--- src/rtl/psum_requant_buffer.sv ---
// rtl/psum_requant_buffer.sv - partial-sum requantizer with output FIFO
//
// Captures a signed partial sum on each PE done pulse. It then applies a
// round-half-up arithmetic right shift, an optional ReLU and signed
// saturation to OUT_W bits. Results are queued in a DEPTH-entry FIFO
// that drains through a valid/ready interface.
//
// Ports:
//   clk, rst              clock; asynchronous active-high reset
//   psum_in, psum_valid   partial sum and its done pulse (sampled together)
//   shift_amt, relu_en    per-sample requant controls
//   out_data, out_valid   FIFO head (0 when empty) and non-empty flag
//   out_ready             consumer pop strobe
//   full, count           FIFO status
//   overflow_err          sticky: a result was dropped because the FIFO was full
module psum_requant_buffer #(
  parameter int PSUM_W = 32,
  parameter int OUT_W  = 8,
  parameter int DEPTH  = 4,
  parameter int CNT_W  = 3
) (
  input  logic              clk,
  input  logic              rst,
  input  logic [PSUM_W-1:0] psum_in,
  input  logic              psum_valid,
  input  logic [4:0]        shift_amt,
  input  logic              relu_en,
  output logic [OUT_W-1:0]  out_data,
  output logic              out_valid,
  input  logic              out_ready,
  output logic              full,
  output logic [CNT_W-1:0]  count,
  output logic              overflow_err
);

  localparam int EXT_W = PSUM_W + 1;
  localparam int PTR_W = $clog2(DEPTH);
  localparam logic signed [EXT_W-1:0] SAT_MAX = EXT_W'((1 << (OUT_W - 1)) - 1);
  localparam logic signed [EXT_W-1:0] SAT_MIN = -SAT_MAX - EXT_W'(1);

  // Stage 1: capture registers
  logic [PSUM_W-1:0] s1_psum_q;
  logic [4:0]        s1_shift_q;
  logic              s1_relu_q;
  logic              s1_valid_q;

  // Stage 2: requantized result
  logic [OUT_W-1:0]  s2_data_q, s2_data_d;
  logic              s2_valid_q;

  // FIFO state
  logic [OUT_W-1:0]  mem_q [DEPTH];
  logic [PTR_W-1:0]  wr_ptr_q, rd_ptr_q;
  logic [CNT_W-1:0]  count_q;
  logic              ovf_q;

  logic signed [EXT_W-1:0] ext, rnd, sum, shifted;
  logic empty, pop, push, drop;

  always_ff @(posedge clk or posedge rst) begin
    if (rst) begin
      s1_psum_q  <= '0;
      s1_shift_q <= '0;
      s1_relu_q  <= 1'b0;
      s1_valid_q <= 1'b0;
    end else begin
      s1_valid_q <= psum_valid;
      if (psum_valid) begin
        s1_psum_q  <= psum_in;
        s1_shift_q <= shift_amt;
        s1_relu_q  <= relu_en;
      end
    end
  end

  // One extra bit of headroom keeps the rounding add from wrapping at the
  // positive extreme of the partial-sum range.
  always_comb begin
    ext = signed'({s1_psum_q[PSUM_W-1], s1_psum_q});
    rnd = '0;
    if (s1_shift_q != 5'd0) begin
      rnd = EXT_W'(1) << (s1_shift_q - 5'd1);
    end
    sum     = ext + rnd;
    shifted = sum >>> s1_shift_q;
    if (s1_relu_q && shifted < 0) begin
      shifted = '0;
    end
    if (shifted > SAT_MAX) begin
      s2_data_d = SAT_MAX[OUT_W-1:0];
    end else if (shifted < SAT_MIN) begin
      s2_data_d = SAT_MIN[OUT_W-1:0];
    end else begin
      s2_data_d = shifted[OUT_W-1:0];
    end
  end

  always_ff @(posedge clk or posedge rst) begin
    if (rst) begin
      s2_data_q  <= '0;
      s2_valid_q <= 1'b0;
    end else begin
      s2_valid_q <= s1_valid_q;
      if (s1_valid_q) begin
        s2_data_q <= s2_data_d;
      end
    end
  end

  assign empty = (count_q == '0);
  assign full  = (count_q == CNT_W'(DEPTH));
  assign pop   = !empty && out_ready;
  // A full FIFO still accepts a write when the head leaves in the same cycle.
  assign push  = s2_valid_q && (!full || pop);
  assign drop  = s2_valid_q && full && !pop;

  // Storage needs no reset: out_data is masked while the FIFO is empty.
  always_ff @(posedge clk) begin
    if (push) begin
      mem_q[wr_ptr_q] <= s2_data_q;
    end
  end

  always_ff @(posedge clk or posedge rst) begin
    if (rst) begin
      wr_ptr_q <= '0;
      rd_ptr_q <= '0;
      count_q  <= '0;
      ovf_q    <= 1'b0;
    end else begin
      if (push) wr_ptr_q <= wr_ptr_q + PTR_W'(1);
      if (pop)  rd_ptr_q <= rd_ptr_q + PTR_W'(1);
      if (push && !pop)      count_q <= count_q + CNT_W'(1);
      else if (pop && !push) count_q <= count_q - CNT_W'(1);
      if (drop) ovf_q <= 1'b1;
    end
  end

  assign out_valid    = !empty;
  assign out_data     = empty ? '0 : mem_q[rd_ptr_q];
  assign count        = count_q;
  assign overflow_err = ovf_q;

endmodule

--- config.mk ---
export PLATFORM = sky130hd
export DESIGN_NAME = psum_requant_buffer
export DESIGN_NICKNAME = d
export VERILOG_FILES = /design/src/rtl/psum_requant_buffer.sv
export SDC_FILE = /design/constraint.sdc
export NUM_CORES = 1
export LEC_CHECK = 0
export CAP_MARGIN = 10
export CORE_MARGIN = 2
export CORE_UTILIZATION = 55
export CTS_CLUSTER_SIZE = 28
export DETAILED_ROUTE_END_ITERATION = 8
export HOLD_SLACK_MARGIN = 0.15
export PLACE_DENSITY = 0.77
export SYNTH_ARGS = -nofsm -noshare
export SYNTH_HDL_FRONTEND = slang
export SYNTH_SLANG_ARGS = --single-unit
--- constraint.sdc ---
create_clock -name clk -period 15.3 [get_ports clk]
set_input_delay 3.06 -clock clk [delete_from_list [all_inputs] [get_ports clk]]
set_output_delay 3.06 -clock clk [all_outputs]
set_load 0.005 [all_outputs]
== After elaboration in Yosys (flattened, before gate mapping) ==
Memories as Yosys holds them, arrays and structs flattened.
Cells that the tools add are included.

* Latch bits: 0
* Logic and storage cells: 47
* Register bits: 56
* Memory bits (writable): 32
* Bits of input ports: 42
* Memories: 1
* ROM bits: 0

{| class="wikitable"
|+ Memories
! name !! words !! width !! rd ports !! clocked after Yosys merged registers in !! wr ports !! RTL line !! RTL
|-
| mem_q || 4 || 8 || 1 || 0 || 1 || 52 || <nowiki>logic [OUT_W-1:0] mem_q [DEPTH];</nowiki>
|}

* Bitwise gates (word level): 0
* Muxes and demuxes: 9
* Reductions and logical operators: 15
* Equal/unequal tests: 1
* Shifts and indexed selects: 2
* Add/sub/neg operators: 6
* Div/mod/pow operators: 0
* Order comparisons: 3
* Multipliers: 0

{| class="wikitable"
|+ Operators with widths
! kind !! number
|-
| $mux 33 || 2
|-
| $add 32x33->33 || 1
|-
| $gt 33x8->1 const B || 1
|-
| $lt 33x1->1 const B || 1
|-
| $lt 33x8->1 const B || 1
|-
| $shl 1x5->33 const A || 1
|-
| $sshr 33x5->33 || 1
|-
| $mux 8 || 3
|-
| $logic_and 1x1->1 || 7
|-
| $mux 3 || 2
|-
| $reduce_bool 5->1 || 1
|-
| $sub 5x1->5 const B || 1
|-
| $add 2x1->2 const B || 2
|-
| $logic_not 1->1 || 4
|-
| $add 3x1->3 const B || 1
|-
| $eq 3x3->1 const B || 1
|-
| $logic_not 3->1 || 1
|-
| $sub 3x1->3 const B || 1
|-
| $mux 1 || 2
|-
| $reduce_bool 2->1 || 1
|-
| $logic_or 1x1->1 || 1
|}

== Depth between registers and ports, before layout ==
Gate-level depths: netlist (run 1).

* Depth in word-level cells: 11
* Mapped depth: 25

== Worst setup path after synthesis (run 1) ==
OpenSTA, ideal clock, no wires.

* Kind: reg2reg
* Start: reg s1_shift_q[2]
* End: reg s2_data_q[0]
* Library setup time: 0.077 ns
* Stages on the path, launching flop included: 24
* Data arrival time: 5.477 ns
* Setup slack: 9.746 ns
* Path through: dfrtp_1 > clkbuf_1 > clkbuf_1 > clkbuf_1 > clkbuf_1 > buf_1 > nand2_1 > nor2_1 > ha_1 > buf_2 > and4_1 > and4bb_1 > a32oi_2 > nand3_2 > xnor2_1 > a22oi_1 > o221ai_1 > a221o_1 > a221o_1 > nor4b_2 > nand4_1 > o41ai_4 > o21ai_1 > o21ai_1

* Word-level cells in the longest chain between the ends: 11

{| class="wikitable"
|+ Ends and longest elaborated chain
! item !! RTL line !! RTL
|-
| start: declaration || 43 || <nowiki>logic [4:0] s1_shift_q;</nowiki>
|-
| start signal: assignment || 70 || <nowiki>s1_shift_q <= shift_amt;</nowiki>
|-
| $sub 5x1->5 || 82 || <nowiki>rnd = EXT_W'(1) << (s1_shift_q - 5'd1);</nowiki>
|-
| $shl 1x5->33 || 82 ||
|-
| $mux 33 || 81 || <nowiki>if (s1_shift_q != 5'd0) begin</nowiki>
|-
| $add 32x33->33 || 84 || <nowiki>sum = ext + rnd;</nowiki>
|-
| $sshr 33x5->33 (*) || 85 || <nowiki>shifted = sum >>> s1_shift_q;</nowiki>
|-
| $lt 33x1->1 || 86 || <nowiki>if (s1_relu_q && shifted < 0) begin</nowiki>
|-
| $logic_and 1x1->1 || 86 ||
|-
| $mux 33 (*) || 86 ||
|-
| $lt 33x8->1 || 91 || <nowiki>end else if (shifted < SAT_MIN) begin</nowiki>
|-
| $mux 8 || 91 ||
|-
| $mux 8 (*) || 89 || <nowiki>if (shifted > SAT_MAX) begin</nowiki>
|-
| end signal: assignment || 105 || <nowiki>s2_data_q <= s2_data_d;</nowiki>
|-
| end: declaration || 48 || <nowiki>logic [OUT_W-1:0] s2_data_q, s2_data_d;</nowiki>
|}

Every way passes the cells marked *; elsewhere a longest branch is shown, timed or not.
A chain may end at the register's enable or synchronous reset.

== Final worst setup path (run 1) ==
* Start: reg s1_shift_q[1]
* End: reg s2_data_q[5]

Same word-level chain as after synthesis.

==> impl_metrics.yaml, run 1 <==
run_status:
  outcome: "completed"
clock_tree:
  worstSkewPairLatency_ns: 0.37
  root_buffer: "clkbuf_16"
  path_clk_slew_ns: 0.07
  cts_resized: 0
  cts_buffers: 9
  cts_setup_buffers: 0
  cts_tree: "yes"
  cts_buffer_depth: 2
  cts_hold_buf: 0
  cts.sinks: 88
  htree_levels: 3
timing:
  setup_viol: 0
  drv_slew: 0
  worstMarginPinSlew_ns: 0.941
  finalHoldViolations: 0
  fin_worst_skew_ns: 0.0152
  grt_setup_unrepaired: "no"
  final.setup.tns_ns: 0
  finalCritPeriodShare_pct: 45.4
  relSlewSlack_pct: 37.2
  period_minus_slack_ns: 6.94
  fmax_ghz: 0.144
synth:
  ys_seq_area_share_pct: 26.4
  synth_nets: 1130
  synthFlopType: "dfrtp_1"
  ys_ff_latch: 88
  syn_avg_cell_area_um2: 8.53
  synth-edff-count: 32
  synth_cell_type_count: 106
  syn_area_um2: 8950
  yosys_warnings: 0
  synthCells: 1049
  synth-async-reset-ratio_pct: 63.6
finish:
  final_design_area_no_fill_um2: 9850
  layout-drive-gt1-share_pct: 11.7
  fin_nets: 1131
  antennaDiodeCount: 0
  area_growth_pct: 10.0
die:
  row_count: 46
  core_area_um2: 15900
  chipWidth_um: 132
  io_pins: 56
  start_util_pct: 56.3
  dieArea_um2: 17300
  die_y_um: 132
detailed_routing:
  initialDrtViolationCount: 854
  routed_via_density: 6.81
  remaining_drc_errors: 0
  wl_um: 26800
  wl_per_cell_um: 21.1
  ant_nets: 0
  first_pass_iters: 8
  vias: 8657
global_routing:
  grt_pass1_wl_um: 42700
  grt_pass1_vias: 7974
  grt_remaining_overflow: 0
  track_usage_pct: 30.9
  antenna_found_initial: 0
  grt_max_degree: 59
place:
  io_buffers: 55
  dp_hpwl_um: 19800
  place_area_um2: 9490
  gp_congestion: 0.998
worst_setup_path:
  end_kind: "flop"
  crit_path_start_kind: "flop"
  path_cells: "inv_1 > buf_4 > nand2_1 > nor3_1 > ha_1 > inv_1 > fa_1 > nand2b_1 > a21oi_1 > o211ai_2 > a31o_1 > a21oi_2 > or2_1 > o31ai_1 > a221o_1 > a221o_1 > nor4b_2 > nand4_1 > o41ai_4 > o21ai_1 > o21ai_1"
  worstPathMaxFanout: 24
  worstSetupPathType: "reg -> reg"
  slowest_stage: "nand2_1"
  arrival_ns: 7.22
  max_stage_delay_ns: 0.57
  cp.required_ns: 15.58
pwr:
  switchingPower_uw: 407
  swShare_pct: 37.9
  irDropWorstVdd_uv: 66.4
  internal_power_uw: 667
  pwr-share-clk_pct: 24.7
  p_per_area_nw_per_um2: 109
  p_comb_share_pct: 44.9
  cellLeakagePower_uw: 0.00389
  power_frac_seq_pct: 30.5
hold_path:
  min_path_type: "reg -> reg"
run:
  maxCapViolations: 0
-- per-layer routing --
metal | part of all wire, % | vias to the layer above | routed length [um] | GRT usage, %
li1 | - | 3996 | - | -
met1 | 40 | 4101 | 10600 | 39.5
met2 | 46 | 462 | 12500 | 50.3
met3 | 9.0 | 98 | 2410 | 4.78
met4 | 5.1 | 0 | 1370 | 16.5
met5 | 0 | - | 0 | 0
-- cell usage after synthesis, drive strengths merged (7+ instances only) --
library cell	count	share of area, %
nand2	93	3.9
a211o	9	0.88
ha	37	5.2
mux4	13	3.3
a22oi	7	0.59
o21ai	74	4.3
o21bai	9	0.80
buf	39	2.4
o221ai	9	0.88
and4	9	0.91
mux2	49	6.2
mux2i	28	3.1
edfxtp	32	11
a21oi	70	4.2
and3	10	0.76
a21o	18	1.5
nand4	20	1.8
nand3	34	2.0
o211ai	20	1.7
o21a	7	0.59
or3	12	0.84
and2	19	1.4
xnor2	19	1.9
nor3	30	1.7
dfrtp	56	16
clkbuf	36	1.5
xor2	9	0.96
inv	27	1.1
a211oi	23	2.2
a31oi	13	1.1
nor2	110	4.6
-- registers in the layout, indices dropped and copies added, names as in the netlist --
signal,flops
mem_q,32
s1_psum_q,32
s2_data_q,8
s1_shift_q,5
count,3
rd_ptr_q,2
wr_ptr_q,2
overflow_err,1
s1_relu_q,1
s1_valid_q,1
s2_valid_q,1
-- final timing paths --
path	startpoint	slack, ns	endpoint	cells after the start
min reg2reg	overflow_err	0.46	overflow_err	1
min in group asynchronous	rst	3.22	s1_psum_q[0]	3
max reg2reg	s1_shift_q[1]	8.36	s2_data_q[5]	21
max	s1_shift_q[1]	8.36	s2_data_q[5]	21
max in group asynchronous	rst	11.59	s1_relu_q	3
min	overflow_err	0.46	overflow_err	1
-- power groups by stage --
stage,clock (uW),sequential (uW),combinational [uW]
5_1_grt,275,334,523
2_1_floorplan,0,315,341
4_1_cts,267,329,476
3_5_place_dp,0,334,473
3_3_place_gp,0,331,466
6_report,265,327,482
-- through the flow --
stage	worst slack (ns)	total power, uW	hold slack (ns)	utilization, %	instances
floorplan	9.75	656	0.352	-	1049
global placement	8.64	797	0.445	59.7	1255
detailed placement	8.57	807	0.447	59.7	1255
CTS	8.52	1070	0.464	62.0	1271
global route	8.07	1130	0.486	62.0	1271
finish	8.36	1070	0.457	62.0	1271
-- cells by family after synthesis --
kind of cell | synth area share [%]
AND/OR/NAND/NOR | 20.7
AO/OA/AOI/OAI | 26.8
buffers and inverters | 5.06
multiplexers | 12.6
flip-flops | 26.4
adder cells (fa/ha/maj) | 5.62
XOR/XNOR | 2.82
other | 0.0419
-- worst max-delay path, delay by kind of cell (launching register included) --
kind | cells | cell delay (ns)
DFF | 1 | 0.39
adders and majority gates | 2 | 0.68
buffers and inverters | 3 | 0.69
and+or+nand+nor | 6 | 2.24
AOI/OAI and AO/OA | 10 | 2.86
-- placed cells by master, fill, tap and decap left out, types with 6 or more instances in the layout --
cell and n:
a22oi_1 7, o31ai_1 6, a31oi_1 11, clkdlybuf4s50_1 54, o21ai_1 24, buf_4 10
xor2_1 8, a21o_1 18, nor2_1 109, and4_1 8, nand3_1 33, and3_1 9
xnor2_1 19, mux2i_1 28, and2_1 18, o21ai_0 48, ha_1 37, a21oi_1 66
o2111ai_1 6, o211a_1 6, inv_1 25, o22ai_1 6, nand2_1 93, o221ai_1 9
a211oi_1 19, o21bai_1 8, o21a_1 7, dfrtp_1 56, mux4_2 13, a211o_1 9
mux2_2 49, edfxtp_1 32, nor3_1 30, clkbuf_16 12, nand4_1 17, o211ai_1 19
or3_1 12
-- layout make-up --
cell class / instances / area [um2]
Multi-Input combinational cell: 859 / 6130
Fill cell: 1447 / 6040
Sequential cell: 88 / 2360
Timing Repair Buffer: 65 / 621
Clock buffer: 12 / 300
Tap cell: 216 / 270
Inverter: 27 / 101
Clock inverter: 4 / 58.8
Power figures use the tool's default switching activity.
==> run 2: changes to the inputs <==
PLACE_DENSITY = 0.8   (was 0.77)
clock period = 6.2 ns   (was 15.3 ns; I/O delays follow)
==> impl_metrics.yaml, run 2 (synthesis results as in run 1) <==
run_status:
  outcome: "completed"
detailed_routing:
  wl_um: 27900
  first_pass_iters: 6
  vias: 8714
  ant_nets: 0
  routed_via_density: 6.76
  initialDrtViolationCount: 836
  wl_per_cell_um: 21.6
  remaining_drc_errors: 0
die:
  row_count: 46
  start_util_pct: 56.3
  core_area_um2: 15900
  die_y_um: 132
  chipWidth_um: 132
  io_pins: 56
  dieArea_um2: 17300
hold_path:
  min_from: "overflow_err"
  min_path_type: "reg -> reg"
timing:
  setup_viol: 0
  worstMarginPinSlew_ns: 1.07
  finalCritPeriodShare_pct: 93.9
  finalHoldViolations: 0
  final.setup.tns_ns: 0
  period_minus_slack_ns: 5.82
  fmax_ghz: 0.172
  fin_worst_skew_ns: 0.0176
  relSlewSlack_pct: 28.6
  grt_setup_unrepaired: "no"
  drv_slew: 0
worst_setup_path:
  worst-r2r-cell-count: 18
  timing.rr.end: "s2_data_q[2]"
  ff2ff_setup_slack_ns: 0.38
  timing.rr.start: "s1_shift_q[3]"
  end_kind: "flop"
  critPathBufInv: 1
  crit_path_start: "s1_shift_q[3]"
  worstSetupPathType: "reg -> reg"
  arrival_ns: 6.05
  cp-endpoint: "s2_data_q[2]"
  worstPathMaxFanout: 30
  max_stage_delay_ns: 0.51
  cp.required_ns: 6.43
  cp.depth: 18
  critPathTopFamily: "compound AO/OA/AOI/OAI gates"
  path_cells: "buf_4 > nor2_1 > nand2_1 > nor2_1 > ha_1 > a2111oi_0 > o21ai_1 > a32oi_2 > nand3_2 > xnor2_1 > mux2i_1 > mux2i_1 > mux2i_1 > a22oi_1 > nor4b_1 > a31oi_2 > o21ai_1 > o21ai_1"
  crit_path_start_kind: "flop"
  slowest_stage: "dfrtp_1"
finish:
  reg.largest.list: "mem_q x32, s1_psum_q x32, s2_data_q x8"
  layout-drive-gt1-share_pct: 13.3
  layout_commonest_cell: "nor2_1"
  finalNonFillerCells: 1289
  area_growth_pct: 11.0
  layout_common_cells: "109 x nor2_1, 93 x nand2_1, 65 x a21oi_1, 55 x dfrtp_1, 54 x clkdlybuf4s50_1"
  antennaDiodeCount: 0
  fin_nets: 1149
pwr:
  power_frac_seq_pct: 31.4
  switchingPower_uw: 1040
  p_comb_share_pct: 47.0
  cellLeakagePower_uw: 0.00394
  pwr-share-clk_pct: 21.7
  irDropWorstVdd_uv: 200
  p_per_area_nw_per_um2: 262
  internal_power_uw: 1560
  swShare_pct: 40.1
clock_tree:
  path_clk_slew_ns: 0.08
  cts.sinks: 88
  worstSkewPairLatency_ns: 0.36
  cts_buffer_depth: 2
  root_buffer: "clkbuf_16"
  htree_levels: 3
  cts_buffers: 9
  cts_tree: "yes"
place:
  dp_cells: 1271
  dp_hpwl_um: 21000
  io_buffers: 55
  gp_congestion: 1.00
global_routing:
  grt_max_degree: 57
  grt_pass1_vias: 8302
  track_usage_pct: 32.1
  antenna_found_initial: 0
  grt_remaining_overflow: 0
  grt_pass1_wl_um: 44500
run:
  maxCapViolations: 0
run 2: worst min path at each step:
| stage | to | slack, ns | cells after the start |
|---|---|---|---|
| after floorplan | s2_valid_q | 0.35 | 0 |
| after global placement | overflow_err | 0.45 | 1 |
| after detailed placement | overflow_err | 0.45 | 1 |
| after CTS | overflow_err | 0.47 | 1 |
| after global routing | overflow_err | 0.50 | 1 |
| final | overflow_err | 0.47 | 1 |
run 2: power by group through the flow:
stage / clock network [uW] / registers [uW] / logic [uW]
2_1_floorplan: 0 / 777 / 841
3_3_place_gp: 0 / 824 / 1190
3_5_place_dp: 0 / 830 / 1200
4_1_cts: 569 / 818 / 1200
5_1_grt: 587 / 833 / 1320
6_report: 563 / 815 / 1220
run 2: final cells by class:
class / count / area [um2]
Clock buffer: 9 / 225
Sequential cell: 88 / 2360
Timing Repair Buffer: 83 / 756
Clock inverter: 7 / 76.3
Multi-Input combinational cell: 859 / 6140
Fill cell: 1445 / 5960
Inverter: 27 / 101
Tap cell: 216 / 270
run 2: timing repair:
action                                  in CTS  in global routing
buffers inserted                             0                  2
resized for setup                            0                  2
endpoints found under the setup margin       0                  7
hold buffers                                 0                  0
run 2: through the flow:
stage	util (%)	area (um2)	power, uW	hold slack, ns	setup WS [ns]
6_report	62.5	9930	2600	0.466	0.380
5_1_grt	62.5	9930	2740	0.500	0.00668
4_1_cts	62.4	9910	2590	0.467	0.473
3_5_place_dp	60.5	9610	2030	0.446	0.492
3_3_place_gp	60.5	9610	2010	0.449	0.380
2_1_floorplan	-	8950	1620	0.352	0.646
run 2: metal layers:
metal	GRT usage, %	routed length [um]	vias to the layer above	share of wire (%)
li1	-	-	4034	-
met1	41.0	11100	4106	40
met2	54.0	13200	479	47
met3	4.71	2270	95	8.2
met4	14.6	1330	0	4.8
met5	0	0	-	0
